File: config.mk
export PLATFORM = sky130hd
export DESIGN_NAME = serial_subtractor_flat
export DESIGN_NICKNAME = d
export VERILOG_FILES = /design/src/rtl/sub_pkg.sv /design/src/rtl/serial_subtractor_if.sv /design/src/rtl/full_subtractor.sv /design/src/rtl/serial_subtractor.sv /design/src/flat_wrapper.sv
export SDC_FILE = /design/constraint.sdc
export NUM_CORES = 1
export LEC_CHECK = 0
export BUFFER_PORTS_ARGS = -buffer_cell sky130_fd_sc_hd__buf_2
export CORE_MARGIN = 1.5
export CORE_UTILIZATION = 58
export DETAILED_ROUTE_END_ITERATION = 10
export HOLD_SLACK_MARGIN = 0.12
export PLACE_DENSITY_LB_ADDON = 0.12
export SYNTH_ARGS = -nofsm -noshare
export SYNTH_HDL_FRONTEND = slang
export SYNTH_SLANG_ARGS = --single-unit
File: constraint.sdc
create_clock -name clk -period 3.7 [get_ports clk]
set_input_delay 0.74 -clock clk [delete_from_list [all_inputs] [get_ports clk]]
set_output_delay 0.74 -clock clk [all_outputs]
set_load 0.01 [all_outputs]
File: src/rtl/sub_pkg.sv
// Shared types and constants for the bit-serial subtractor.
// Imported by the interface, the top and the bench.
package sub_pkg;

  localparam int DEF_WIDTH = 8;

  typedef enum logic [1:0] {
    S_IDLE,
    S_RUN,
    S_DONE
  } state_t;

endpackage

File: src/rtl/serial_subtractor_if.sv
// Operand/result valid-ready bundle for serial_subtractor.
// master = producer/consumer side, slave = the subtractor.
interface serial_subtractor_if
  import sub_pkg::*;
#(
  parameter int WIDTH = DEF_WIDTH
);

  logic             in_valid;
  logic             in_ready;
  logic [WIDTH-1:0] a;
  logic [WIDTH-1:0] b;
  logic             out_valid;
  logic             out_ready;
  logic [WIDTH-1:0] diff;
  logic             borrow;

  modport master (
    output in_valid,
    output a,
    output b,
    output out_ready,
    input  in_ready,
    input  out_valid,
    input  diff,
    input  borrow
  );

  modport slave (
    input  in_valid,
    input  a,
    input  b,
    input  out_ready,
    output in_ready,
    output out_valid,
    output diff,
    output borrow
  );

endinterface

File: src/rtl/full_subtractor.sv
// 1-bit full subtractor built from two half subtractors.
// d = x - y - bin (mod 2), bout set when the result went negative.
module half_subtractor (
  input  logic x,
  input  logic y,
  output logic d,
  output logic bout
);

  assign d    = x ^ y;
  assign bout = ~x & y;

endmodule

module full_subtractor (
  input  logic x,
  input  logic y,
  input  logic bin,
  output logic d,
  output logic bout
);

  logic d1;
  logic b1;
  logic b2;

  half_subtractor u_hs0 (
    .x    (x),
    .y    (y),
    .d    (d1),
    .bout (b1)
  );

  half_subtractor u_hs1 (
    .x    (d1),
    .y    (bin),
    .d    (d),
    .bout (b2)
  );

  assign bout = b1 | b2;

endmodule

File: src/rtl/serial_subtractor.sv
// Bit-serial unsigned subtractor: LSB-first, one bit per clock,
// one full_subtractor cell, valid/ready on both sides.
module serial_subtractor
  import sub_pkg::*;
#(
  parameter int WIDTH = DEF_WIDTH
) (
  input  logic                 clk,
  input  logic                 rst_n,
  serial_subtractor_if.slave   bus
);

  localparam int CW = (WIDTH > 1) ? $clog2(WIDTH) : 1;
  localparam logic [CW-1:0] LAST = CW'(WIDTH - 1);

  state_t           state;
  state_t           state_nx;
  logic [WIDTH-1:0] sh_a;
  logic [WIDTH-1:0] sh_b;
  logic [WIDTH-1:0] sh_d;
  logic [WIDTH-1:0] sh_d_nx;
  logic [WIDTH-1:0] diff_q;
  logic             borrow_q;
  logic             brw;
  logic [CW-1:0]    cnt;
  logic             d;
  logic             bout;
  logic             take;
  logic             give;
  logic             last;

  full_subtractor u_fs (
    .x    (sh_a[0]),
    .y    (sh_b[0]),
    .bin  (brw),
    .d    (d),
    .bout (bout)
  );

  assign bus.in_ready  = (state == S_IDLE);
  assign bus.out_valid = (state == S_DONE);
  assign bus.diff      = diff_q;
  assign bus.borrow    = borrow_q;

  assign take    = bus.in_valid && bus.in_ready;
  assign give    = bus.out_valid && bus.out_ready;
  assign last    = (cnt == LAST);
  assign sh_d_nx = {d, sh_d[WIDTH-1:1]};

  always_ff @(posedge clk or negedge rst_n) begin
    if (!rst_n) begin
      state <= S_IDLE;
    end else begin
      state <= state_nx;
    end
  end

  always_comb begin
    state_nx = state;
    unique case (state)
      S_IDLE: if (take) state_nx = S_RUN;
      S_RUN:  if (last) state_nx = S_DONE;
      S_DONE: if (give) state_nx = S_IDLE;
      default: state_nx = S_IDLE;
    endcase
  end

  // Result registers only load on the final bit, so they hold
  // the previous answer through IDLE and RUN.
  always_ff @(posedge clk or negedge rst_n) begin
    if (!rst_n) begin
      sh_a     <= '0;
      sh_b     <= '0;
      sh_d     <= '0;
      brw      <= 1'b0;
      cnt      <= '0;
      diff_q   <= '0;
      borrow_q <= 1'b0;
    end else if (take) begin
      sh_a <= bus.a;
      sh_b <= bus.b;
      sh_d <= '0;
      brw  <= 1'b0;
      cnt  <= '0;
    end else if (state == S_RUN) begin
      sh_a <= sh_a >> 1;
      sh_b <= sh_b >> 1;
      sh_d <= sh_d_nx;
      brw  <= bout;
      cnt  <= last ? '0 : cnt + CW'(1);
      if (last) begin
        diff_q   <= sh_d_nx;
        borrow_q <= bout;
      end
    end
  end

endmodule

File: src/flat_wrapper.sv
// flat-port wrapper written by rule: the top's interface ports become plain ports
module serial_subtractor_flat import sub_pkg::*;
#(
  parameter int WIDTH = DEF_WIDTH
)
  (clk, rst_n, bus_in_valid, bus_a, bus_b, bus_out_ready, bus_in_ready, bus_out_valid, bus_diff, bus_borrow);
  serial_subtractor_if #(.WIDTH(WIDTH)) bus_i ();
  input  logic clk;
  input  logic rst_n;
  input wire logic [$bits(bus_i.in_valid)-1:0] bus_in_valid;
  input wire logic [$bits(bus_i.a)-1:0] bus_a;
  input wire logic [$bits(bus_i.b)-1:0] bus_b;
  input wire logic [$bits(bus_i.out_ready)-1:0] bus_out_ready;
  output wire logic [$bits(bus_i.in_ready)-1:0] bus_in_ready;
  output wire logic [$bits(bus_i.out_valid)-1:0] bus_out_valid;
  output wire logic [$bits(bus_i.diff)-1:0] bus_diff;
  output wire logic [$bits(bus_i.borrow)-1:0] bus_borrow;
  assign bus_i.in_valid = bus_in_valid;
  assign bus_i.a = bus_a;
  assign bus_i.b = bus_b;
  assign bus_i.out_ready = bus_out_ready;
  assign bus_in_ready = bus_i.in_ready;
  assign bus_out_valid = bus_i.out_valid;
  assign bus_diff = bus_i.diff;
  assign bus_borrow = bus_i.borrow;
  serial_subtractor #(.WIDTH(WIDTH)) u_core (.clk(clk), .rst_n(rst_n), .bus(bus_i));
endmodule
After elaboration in Yosys (flattened, before gate mapping)
Index checks and enable logic that the tools add are counted.

storage, ports and cells
  word-level logic and storage cells = 44
  flip-flop bits (word level) = 39
  output and inout port bits = 11

operators by class
  multiplexer cells = 15
  eq/ne operators = 6
  bitwise logic cells = 8
  reductions and logical operators = 6
  add/sub/neg operators = 1

operators with widths
  cell                                                                    count
  8-bit 2-to-1 mux                                                        6
  3-bit 2-to-1 mux                                                        3
  2-bit 2-to-1 mux                                                        3
  2-bit case mux with 3 select lines                                      1
  3-bit AND reduction                                                     2
  2-bit != test (second input constant)                                   2
  3-bit by 1-bit adder with 3-bit output (second input constant)          1
  3-bit equality test (second input constant)                             1
  1-bit NOT                                                               3
  1-bit bitwise AND                                                       2
  2-bit by 1-bit equality test with 1-bit output (second input constant)  1
  2-bit equality test (second input constant)                             1
  1-bit logical AND                                                       2
  2-bit logical NOT                                                       1
  1-bit 2-to-1 mux                                                        2
  2-bit by 1-bit != test with 1-bit output (second input constant)        1
  2-bit nonzero test                                                      1
  1-bit bitwise XOR                                                       2
  1-bit OR                                                                1

Depth between registers and ports, before layout
Gate-level depths: netlist of run 1.

  depth after elaboration = 6
  depth in mapped cells = 6
  gate-level depth less buffers = 5

Cells and area by module
A second synthesis of run 1 with hierarchy kept.

second synthesis, totals
  cell total of the unflattened synthesis = 151
  area, all modules = 1,692.9 µm²

modules (own cells, without submodules)
  module             cells each  area each (µm²)  instances
  serial_subtractor  144         1,646.6          1
  half_subtractor    3           20.0             2
  full_subtractor    1           6.3              1

Worst setup path after synthesis of run 1
OpenSTA, ideal clock, no wires.

  path kind = register to output
  from = reg u_core.state[1]
  to = out bus_out_valid
  stages on the path, launching flop included = 5
  arrival time = 889 ps
  setup slack = 2,071 ps
  required time = 2,960 ps
  buffers on the path = 2
  cells stage by stage = dfrtp_1 buf_6 inv_1 buf_2 nor2_1

between the ends
  word-level cells in the longest chain between the ends = 1

ends and longest elaborated chain
  item                    RTL line                 text
  start, declared         serial_subtractor.sv:16  state_t state;
  start signal, assigned  serial_subtractor.sv:54  state <= state_nx;
  2-bit equality test     serial_subtractor.sv:41  assign bus.out_valid = (state == S_DONE);
  end, declared           flat_wrapper.sv:15       output wire logic [$bits(bus_i.out_valid)-1:0] bus_out_valid;

No other way between the ends.

Final worst setup path of run 1
Ends and elaborated chain as after synthesis.

==> results of run 1 <==
[metal layers]
layer,vias to the layer above,GRT usage [%]
met3,7,6.91
met1,563,28.7
met4,0,10.2
li1,550,-
met2,34,32.9
met5,-,0
[state kept, by name, indices dropped and copies added, names as in the netlist]
| register | flops |
|---|---|
| u_core.bus.diff | 8 |
| u_core.sh_a | 8 |
| u_core.sh_b | 8 |
| u_core.sh_d | 7 |
| u_core.cnt | 3 |
| u_core.state | 2 |
| u_core.brw | 1 |
| u_core.bus.borrow | 1 |
[cells by family (layout without fill, tap and decap cells)]
group                    Yosys count  count (layout)  share of synthesized area [%]
flip-flops                        38              38                           57.3
buffers and inverters             13              42                           4.60
AO/OA/AOI/OAI                     54              54                           21.9
multiplexers                       8               8                           7.01
adder cells (fa/ha/maj)            3               3                           2.71
AND/OR/NAND/NOR                   15              15                           6.41
[Yosys cell counts (all sizes together) (3+ instances only)]
cell type and instances:
a21oi 9, a22o 9, a2bb2oi 5, buf 9
dfrtp 38, inv 4, mux2 8, nand2 4
nand2b 3, nor2 5, o21ai 5, o22ai 22
[stage by stage]
stage	cells	hold slack (ns)	utilization (%)	setup slack, ns
2_1_floorplan	131	0.444	-	2.07
3_3_place_gp	183	0.462	65.4	1.85
3_5_place_dp	183	0.489	65.4	1.82
4_1_cts	191	0.494	68.1	1.43
5_1_grt	191	0.526	68.1	1.27
6_report	191	0.479	68.1	1.44
[layout make-up]
| cell class | count | area (um^2) | share of cell area (%) |
|---|---|---|---|
| well taps | 31 | 38.8 | 2.08 |
| clock buffers | 7 | 45.0 | 2.42 |
| clock inverters | 1 | 30.0 | 1.61 |
| inverters | 4 | 15.0 | 0.806 |
| multi-input cells | 80 | 632 | 33.9 |
| flip-flops and latches | 38 | 951 | 51.1 |
| repair buffers | 30 | 150 | 8.06 |
[power breakdown]
group          switching, mW  internal, mW
clock                  0.130         0.143
combinational          0.275         0.312
sequential             0.136         0.599
total                  0.541          1.05
[final timing paths]
kind,cells after the start,slack (ns),end
setup reg to reg,4,2.15,u_core.bus.diff[6]$_DFFE_PN0P_
min in group clk,2,0.50,u_core.bus.borrow$_DFFE_PN0P_
hold / removal,1,0.48,u_core.bus.diff[1]$_DFFE_PN0P_
hold reg to reg,2,0.50,u_core.bus.borrow$_DFFE_PN0P_
setup / recovery,3,1.44,bus_out_valid
max in group asynchronous,1,2.71,u_core.sh_a[7]$_DFFE_PN0P_
[critical path, delay by kind of cell, from the launching register on]
| family | cells | cell delay (ns) |
|---|---|---|
| flip-flops | 1 | 0.58 |
| buffers and inverters | 2 | 0.45 |
| AND/OR/NAND/NOR | 1 | 0.15 |
==> reports/qor.yml, run 1 <==
worst_setup_path:
  crit_type: "reg -> out"
  slowest_delay_ns: 0.58
  worstPathRequired_ns: 2.96
  cp_max_fo: 15
  critical_path.slowest_cell: "dfrtp_1"
  cp.arrival_ns: 1.52
  startpoint: "u_core.state[1]$_DFFE_PN0P_"
  start_kind: "flop"
  timing.rr.start: "u_core.cnt[0]$_DFFE_PN0P_"
  cp-end-kind: "primary output"
  worstPathCellList: "inv_1, nor2_1, buf_2"
cts:
  clkTransAtPathRegs_ns: 0.10
  h-tree-depth: 2
  clock_path_buffers: 2
  postCtsHoldBufs: 0
  clk_latency_ns: 0.35
  post-cts-setup-buffers: 0
  cts_tree: "yes"
  cts_root_buffer: "clkbuf_4"
  cts_sinks: 38
  cts_made_buffers: 5
  ctsResizeCount: 0
synthesis:
  netlist_area_um2: 1660
  ys_ff_latch: 38
  yosys.area.top_type: "dfrtp_1"
  async_reset_ff_share_pct: 100
  synthCells: 131
  avgSynthCellArea_um2: 12.7
  ys.flop_type: "dfrtp_1"
  synth_top_area_share_pct: 57.3
  ys_top_cells_by_area: "dfrtp_1 57%, o22ai_1 8.3%, mux2_4 6.3%"
  synth-edff-count: 0
  yosysSeqAreaShare_pct: 57.3
  synth.net_count: 154
  ys_types: 29
  ys_warn_count: 0
layout:
  post-route-cell-area_um2: 1860
  drive_above_1_share_pct: 31.9
  diodes: 0
  fill_cells: 227
  area_delta_synth_final_pct: 12.2
  final_nets: 182
  layout_common_cells: "38 x dfrtp_1, 30 x buf_2, 22 x o22ai_1, 9 x a22o_1, 9 x a21oi_1"
  final_common_cell: "dfrtp_1"
grt:
  grt_util_all_layers_pct: 21.8
  overflow: 0
  grt_pass1_wl_um: 5230
  grt_max_degree: 39
  grt_pass1_vias: 1126
  grt_antenna_before_repair: 0
drt:
  routed.top_layer: "met4"
  firstDrtPassIters: 4
  drt_iter0_markers: 49
  wl_per_cell_um: 15.4
  drt-total-wl_um: 2940
  drc: 0
  vias: 1154
  wirelength_met1_um: 1300
  wl_met2_um: 1410
  met3_length_um: 162
  route.antenna.remaining_nets: 0
  avgViaCountPerCell: 6.04
sta:
  skew_ns: 0.00640
  hold_viol: 0
  rsz0062_at_grt: "no"
  fmax_ghz: 0.442
  max_slew.worst_pin.slew_ns: 0.819
  min_period_ns: 2.26
  period_share_pct: 61.1
  fin_setup_tns_ns: 0
  setup_viol: 0
  max-slew-margin-rel_pct: 45.4
  slew_violations: 0
power_and_ir_drop:
  power_density_nw_per_um2: 857
  p_leak_nw: 0.901
  power.total_mw: 1.60
  peakVddDrop_v: 0.000608
die:
  initial_core_util_pct: 60.7
  ios: 31
  die_h_um: 56.5
  fp.dieArea_um2: 3190
  die-width_um: 56.5
  rows: 19
  core_um2: 2730
run_status:
  status: "finished clean"
placement:
  port_buffers: 30
  dpl-instance-area_um2: 1790
  place_hpwl_um: 2060
  gp_congestion: 0.724
run:
  drv_cap: 0
worst_hold_path:
  hold_class: "in -> async"
No activity file was read; power rests on OpenSTA's default activity.
==> inputs of run 2 (changes only) <==
CORE_UTILIZATION = 54   (was 58)
clock period = 2.1 ns   (was 3.7 ns; I/O delays follow)
==> run 2 against run 1 <==
Register-to-register slack lost 1.6 ns. Total power grew 89%. Design area grew 3.8%. Hold slack lost 0.25 ns. Global-route usage grew 0.17 points. Routed wire length grew 12%. Cell count grew 2.6%. Sequential power grew 77%. Largest cell class unchanged. Largest power group unchanged. Highest routed layer unchanged.
==> reports/qor.yml, run 2 (synthesized netlist as in run 1, its figures left out) <==
run_status:
  status: "finished clean"
sta:
  fin_setup_tns_ns: 0
  hold_viol: 0
  min_period_ns: 1.77
  rsz0062_at_grt: "no"
  max_slew.worst_pin.slew_ns: 0.511
  whs_ns: 0.225
  fmax_ghz: 0.565
  max-slew-margin-rel_pct: 65.9
  skew_ns: 0.0132
  period_share_pct: 84.3
  setup_viol: 0
  slew_violations: 0
die:
  initial_core_util_pct: 58.6
  die_h_um: 58.4
  die-width_um: 58.4
  ios: 31
  fp.dieArea_um2: 3410
  rows: 19
  core_um2: 2830
worst_setup_path:
  cp.arrival_ns: 1.35
  crit_buf_inv: 2
  startpoint: "u_core.state[1]$_DFFE_PN0P_"
  worstPathRequired_ns: 1.68
  worstPathCellList: "inv_1, nor2_1, buf_2"
  r2r_cells: 4
  start_kind: "flop"
  r2r_slack_ns: 0.56
  cp_num_cells: 3
  timing.rr.start: "u_core.cnt[0]$_DFFE_PN0P_"
  crit_type: "reg -> out"
  critical_path.slowest_cell: "dfrtp_1"
  slowest_delay_ns: 0.61
  critPathTopFamily: "flip-flops"
  cp-end-kind: "primary output"
  cp_max_fo: 11
placement:
  place_hpwl_um: 2290
  gp_congestion: 0.764
  port_buffers: 30
worst_hold_path:
  hold_class: "in -> reg"
  whs_path_depth: 2
  min-delay-start: "bus_out_ready"
grt:
  grt_max_degree: 24
  grt_pass1_wl_um: 5460
  grt_pass1_vias: 1116
  overflow: 0
  grt_util_all_layers_pct: 22.0
  grt_antenna_before_repair: 0
layout:
  final_common_cell: "dfrtp_1"
  drive_above_1_share_pct: 34.5
  area_delta_synth_final_pct: 16.5
  diodes: 0
  layout_common_cells: "38 x dfrtp_1, 30 x buf_2, 22 x o22ai_1, 9 x a22o_1, 9 x a21oi_1"
  final_nets: 187
cts:
  cts_tree: "yes"
  cts_made_buffers: 5
  clkTransAtPathRegs_ns: 0.13
  clock_path_buffers: 2
  h-tree-depth: 2
  cts_root_buffer: "clkbuf_4"
  clk_latency_ns: 0.35
  cts_sinks: 38
drt:
  firstDrtPassIters: 4
  drc: 0
  avgViaCountPerCell: 5.91
  wl_per_cell_um: 16.8
  route.antenna.remaining_nets: 0
  drt_iter0_markers: 65
  vias: 1158
  drt-total-wl_um: 3290
power_and_ir_drop:
  peakVddDrop_v: 0.000703
  power_density_nw_per_um2: 1560
  p_leak_nw: 0.940
run:
  drv_cap: 0
[run 2: cell count changes in the layout (fill, tap and decap cells not counted)]
cell,previous run,this run
buf_4,0,4
bufinv_16,1,2
clkbuf_1,2,0
clkinv_4,0,1
dlygate4sd3_1,0,1
[run 2: timing repair]
item	in CTS	in global routing
gates resized for setup	0	0
hold buffers	1	0
setup buffers	0	0
endpoints found under the hold margin	21	0
[run 2: final cells by class]
type	instances	area, um^2
fillers	240	896
repair buffers	35	190
clock buffers	5	37.5
clock inverters	3	68.8
flip-flops and latches	38	951
multi-input cells	80	632
inverters	4	15.0
well taps	31	38.8
[run 2: layer usage]
layer,part of all wire [%],track usage (%),up-vias
met5,0,0,-
met2,49,32.3,29
met1,46,30.1,561
li1,-,-,563
met4,1.9,11.0,0
met3,3.9,5.93,5
[run 2: power breakdown]
part           switching (mW)  internal [mW]
Sequential              0.250           1.05
Combinational           0.501          0.572
Clock                   0.257          0.372
[run 2: worst paths after layout]
check	endpoint
max	bus_out_valid
min	u_core.state[1]$_DFFE_PN0P_
max reg2reg	u_core.bus.diff[6]$_DFFE_PN0P_
min reg2reg	u_core.bus.borrow$_DFFE_PN0P_
max in group asynchronous	u_core.sh_b[7]$_DFFE_PN0P_
min in group asynchronous	u_core.bus.diff[3]$_DFFE_PN0P_
[run 2: per-stage QoR]
stage               setup slack [ns]  power, mW  std cells  area (um^2)  utilization [%]
floorplan                      0.660       2.11        131         1660                -
global placement               0.628       2.34        187         1820             64.2
detailed placement             0.575       2.40        187         1820             64.2
CTS                            0.306       3.03        196         1930             68.3
global route                   0.219       3.22        196         1930             68.3
finish                         0.331       3.01        196         1930             68.3
